[config.mk]
export PLATFORM = sky130hd
export DESIGN_NAME = ram_port_arbiter
export DESIGN_NICKNAME = d
export VERILOG_FILES = /design/src/rtl/ram_port_arbiter.sv
export SDC_FILE = /design/constraint.sdc
export NUM_CORES = 1
export LEC_CHECK = 0
export ABC_CLOCK_PERIOD_IN_PS = 1800
export CORE_ASPECT_RATIO = 1.4
export CORE_MARGIN = 2
export CORE_UTILIZATION = 33
export CTS_CLUSTER_SIZE = 10
export DETAILED_ROUTE_END_ITERATION = 16
export GPL_TIMING_DRIVEN = 0
export PLACE_DENSITY_LB_ADDON = 0.08
export RECOVER_POWER = 100
export SLEW_MARGIN = 5
export SYNTH_ARGS = -nofsm -noshare
export SYNTH_HDL_FRONTEND = slang
export SYNTH_SLANG_ARGS = --single-unit
[constraint.sdc]
create_clock -name clk -period 1.8 [get_ports clk]
set_input_delay 0.45 -clock clk [delete_from_list [all_inputs] [get_ports clk]]
set_output_delay 0.45 -clock clk [all_outputs]
set_load 0.01 [all_outputs]
[src/rtl/ram_port_arbiter.sv]
// Two-requester round-robin arbiter and zero-fill sequencer
// in front of a single-port sync-write / comb-read RAM.
module ram_port_arbiter #(
    parameter int DATA_W         = 16,
    parameter int ADDR_W         = 12,
    parameter bit CLEAR_ON_RESET = 1'b1
) (
    input  logic              clk,
    input  logic              reset,
    input  logic              req0_valid,
    input  logic              req0_we,
    input  logic [ADDR_W-1:0] req0_addr,
    input  logic [DATA_W-1:0] req0_wdata,
    output logic              req0_ready,
    output logic              rsp0_valid,
    output logic [DATA_W-1:0] rsp0_data,
    input  logic              req1_valid,
    input  logic              req1_we,
    input  logic [ADDR_W-1:0] req1_addr,
    input  logic [DATA_W-1:0] req1_wdata,
    output logic              req1_ready,
    output logic              rsp1_valid,
    output logic [DATA_W-1:0] rsp1_data,
    input  logic              clear_start,
    output logic              busy,
    output logic [DATA_W-1:0] ram_in,
    output logic              ram_load,
    output logic [ADDR_W-1:0] ram_sel,
    input  logic [DATA_W-1:0] ram_out
);

    typedef enum logic {CLEAR, IDLE} state_t;

    state_t            state;
    logic [ADDR_W-1:0] cnt;
    logic              last_grant;
    logic              open;
    logic              grant0;
    logic              grant1;
    logic              clearing;

    // A pending clear request blocks grants in the same cycle.
    assign open     = (state == IDLE) && !reset && !clear_start;
    assign clearing = (state == CLEAR) && !reset;
    assign grant0   = open && req0_valid && (!req1_valid || last_grant);
    assign grant1   = open && req1_valid && (!req0_valid || !last_grant);

    assign req0_ready = grant0;
    assign req1_ready = grant1;

    always_comb begin
        ram_sel  = '0;
        ram_in   = '0;
        ram_load = 1'b0;
        unique case (1'b1)
            clearing: begin
                ram_sel  = cnt;
                ram_load = 1'b1;
            end
            grant0: begin
                ram_sel  = req0_addr;
                ram_in   = req0_we ? req0_wdata : '0;
                ram_load = req0_we;
            end
            grant1: begin
                ram_sel  = req1_addr;
                ram_in   = req1_we ? req1_wdata : '0;
                ram_load = req1_we;
            end
            default: ;
        endcase
    end

    always_ff @(posedge clk or posedge reset) begin
        if (reset) begin
            state      <= CLEAR_ON_RESET ? CLEAR : IDLE;
            cnt        <= '0;
            last_grant <= 1'b1;
            busy       <= CLEAR_ON_RESET;
            rsp0_valid <= 1'b0;
            rsp0_data  <= '0;
            rsp1_valid <= 1'b0;
            rsp1_data  <= '0;
        end else begin
            rsp0_valid <= grant0 && !req0_we;
            rsp1_valid <= grant1 && !req1_we;
            if (grant0 && !req0_we)
                rsp0_data <= ram_out;
            if (grant1 && !req1_we)
                rsp1_data <= ram_out;
            if (grant0)
                last_grant <= 1'b0;
            else if (grant1)
                last_grant <= 1'b1;
            unique case (state)
                CLEAR: begin
                    cnt <= cnt + 1'b1;
                    if (&cnt) begin
                        state <= IDLE;
                        busy  <= 1'b0;
                    end
                end
                IDLE: begin
                    if (clear_start) begin
                        state <= CLEAR;
                        busy  <= 1'b1;
                    end
                end
            endcase
        end
    end

endmodule

==> results.json <==
{
  "synthMuxAreaShare_pct": 16.8,
  "cpMostUsedCell": "buf_6",
  "fp.dieArea_um2": 8010,
  "synth_top_family_by_area": "multiplexers",
  "die_h_um": 105,
  "dp_hpwl_um": 5300,
  "grt_pass1_wl_um": 11700,
  "start_kind": "primary input",
  "pin_count": 145,
  "period_minus_slack_ps": 2180,
  "leakagePower_nw": 2.11,
  "routabilityCongestion": 0.762,
  "clock_latency_ps": 300,
  "via_per_inst": 4.79,
  "worst_slack_ps": -378,
  "synth_xor_area_share_pct": 4.00,
  "cap_viol_max_count": 0,
  "drive_above_1_share_pct": 31.8,
  "drv_slew": 0,
  "crit_slowest_cell": "nor3b_4",
  "port_buffers": 144,
  "syn_inst": 189,
  "cp.arrival_ps": 1730,
  "clock-sinks": 49,
  "clockBufferDepth": 2,
  "status": "finished, violations left",
  "slowest_delay_ps": 290,
  "worstSetupEndpointType": "output port",
  "rsz0062_at_grt": "true",
  "cts_hold_buf": 0,
  "holdWs_ps": 331,
  "wirelength_um": 7200,
  "synth_compound_area_share_pct": 12.3,
  "required_ps": 1350,
  "critical_path_class": "in -> out",
  "numCtsBuffers": 5,
  "synth_nets": 269,
  "hold_viol": 0,
  "start_util_pct": 34.3,
  "vdd_ir_drop_max_v": 0.000408,
  "relSlewSlack_pct": 41.5,
  "total_power_mw": 2.11,
  "antenna_left": 0,
  "drt_iter0_drc": 80,
  "max_freq_mhz": 459,
  "fill_cells": 634,
  "setup_violations": 47,
  "root_buffer": "clkbuf_8",
  "area_delta_synth_final_pct": 74.7,
  "grt_pass1_vias": 2256,
  "synth.avg_cell_area_um2": 12.7,
  "clk_pin_slew_ps": 90,
  "cp_max_fo": 5,
  "yosys.area_share.simple_pct": 11.1,
  "num_rows": 36,
  "synth_cell_types": 35,
  "ys_ff_latch": 49,
  "layout.nets": 434,
  "die_x_um": 76.2,
  "coreArea_um2": 7030,
  "grt_usage_pct": 18.2,
  "num_vias": 2154,
  "hold_class": "in -> async",
  "grt-ovfl-total": 0,
  "final_common_cell": "clkdlybuf4s50_1",
  "ys_seq_area_share_pct": 51.0,
  "yosys_warnings": 0,
  "synth_area_um2": 2410,
  "post-route-period-util_pct": 121,
  "firstDrtPassIters": 4,
  "synthAdderAreaFrac_pct": 0.519,
  "cts_tree": "built",
  "violations": "negative setup slack",
  "final_cell_mix": "79 x clkdlybuf4s50_1, 47 x dfrtp_1, 28 x dlygate4sd3_1",
  "path_cells": "clkdlybuf4s15_2, nor3b_4, and4_4, buf_6, buf_6, a22o_1, buf_2",
  "route.detailed.drc": 0,
  "antenna_found_initial": 0,
  "routedWlPerCell_um": 16.0,
  "grt_start_max_net_pins": 36,
  "antenna_cells": 0,
  "fin_worst_skew_ps": 7.71,
  "htreeDepth": 2,
  "p_per_area_nw_per_um2": 501,
  "worstMarginPinSlew_ps": 878
}
[registers in the layout, summed over array words and instances, names as in the netlist]
| register | count |
|---|---|
| rsp1_data | 16 |
| last_grant | 1 |
| rsp0_valid | 1 |
| rsp1_valid | 1 |
| busy | 1 |
| state | 1 |
| cnt | 12 |
| rsp0_data | 16 |
[power by group]
part	switching, mW	internal [mW]
clock network	0.358	0.417
logic	0.0712	0.160
registers	0	1.10
[per-layer routing]
metal | track usage (%) | routed length, µm | vias up
met2 | 32.3 | 3730 | 89
met5 | 0 | 0 | -
li1 | - | - | 1035
met3 | 5.27 | 503 | 5
met4 | 4.29 | 76 | 0
met1 | 21.5 | 2880 | 1025
[final timing paths]
check,from,slack (ps),to,cells past startpoint
min in group clk,cnt[11]$_DFFE_PP0N_,500,cnt[11]$_DFFE_PP0N_,1
setup / recovery,clear_start,-380,ram_in[5],7
hold reg to reg,cnt[11]$_DFFE_PP0N_,500,cnt[11]$_DFFE_PP0N_,1
max in group asynchronous,reset,230,rsp1_data[13]$_DFFE_PP0P_,3
hold / removal,reset,330,rsp1_data[7]$_DFFE_PP0P_,2
setup reg to reg,state$_DFF_PP0_,-120,rsp1_data[14]$_DFFE_PP0P_,6
[repair_timing]
| action | in CTS | in global routing |
|---|---|---|
| endpoints found under the setup margin | 63 | 47 |
| gates resized for setup | 158 | 15 |
| pin swaps | 8 | 7 |
| buffers inserted | 10 | 2 |
| gates cloned | 4 | 0 |
[synthesized netlist by cell type]
cell type	count	area, µm²
nor4_1	3	18.8
or3_1	1	6.26
and4_1	1	8.76
dfstp_2	2	52.6
dfrtp_1	47	1180
clkbuf_1	4	15.0
nand3_1	3	15.0
nor3_4	1	16.3
and3_1	14	87.6
a21oi_1	1	5.00
a21boi_0	1	7.51
or3b_4	1	11.3
o22ai_1	1	6.26
a221o_1	12	120
inv_1	7	26.3
buf_2	6	30.0
nand2_1	3	11.3
nor2b_1	1	6.26
mux2_4	9	135
nor3_1	3	15.0
xor2_1	6	52.6
nand4_1	1	6.26
nor3b_2	1	12.5
ha_1	1	12.5
a21o_1	1	7.51
buf_12	1	20.0
mux2_2	24	270
a21bo_2	1	10.0
nor2_1	6	22.5
nand4b_1	1	8.76
buf_6	1	11.3
a22o_1	16	140
nand3b_1	1	7.51
nand2b_1	2	12.5
xnor2_1	5	43.8
[kinds of logic after synthesis]
family / after synthesis
multiplexers: 33
XOR/XNOR: 11
flip-flops: 49
adder cells (fa/ha/maj): 1
AND/OR/NAND/NOR: 43
buffers and inverters: 19
AO/OA/AOI/OAI: 33
[critical path, delay by kind of cell]
kind / cells / cell delay [ps]
buf+inv: 4 / 580
simple gates: 2 / 560
compound gates: 1 / 130
[stage by stage]
stage / worst slack [ps] / cells / util (%) / cell area, µm² / setup TNS (ps)
6_report: -378 / 450 / 59.9 / 4210 / -10960
3_3_place_gp: -1180 / 428 / 56.8 / 3990 / -95960
4_1_cts: -443 / 450 / 59.7 / 4190 / -13280
3_5_place_dp: -1230 / 429 / 57.1 / 4010 / -53960
5_1_grt: -450 / 450 / 59.9 / 4210 / -17580
2_1_floorplan: -30.5 / 189 / - / 2430 / -364
[layout make-up]
cell class | count | area [µm²] | share of cell area (%)
Timing Repair Buffer | 161 | 1500 | 35.6
Clock inverter | 2 | 38.8 | 0.922
Buffer | 9 | 105 | 2.50
Multi-Input combinational cell | 121 | 1120 | 26.6
Tap cell | 95 | 119 | 2.82
Sequential cell | 49 | 1230 | 29.2
Inverter | 7 | 26.3 | 0.624
Clock buffer | 6 | 72.6 | 1.72
Note: power is estimated with default switching activity, not from simulation.
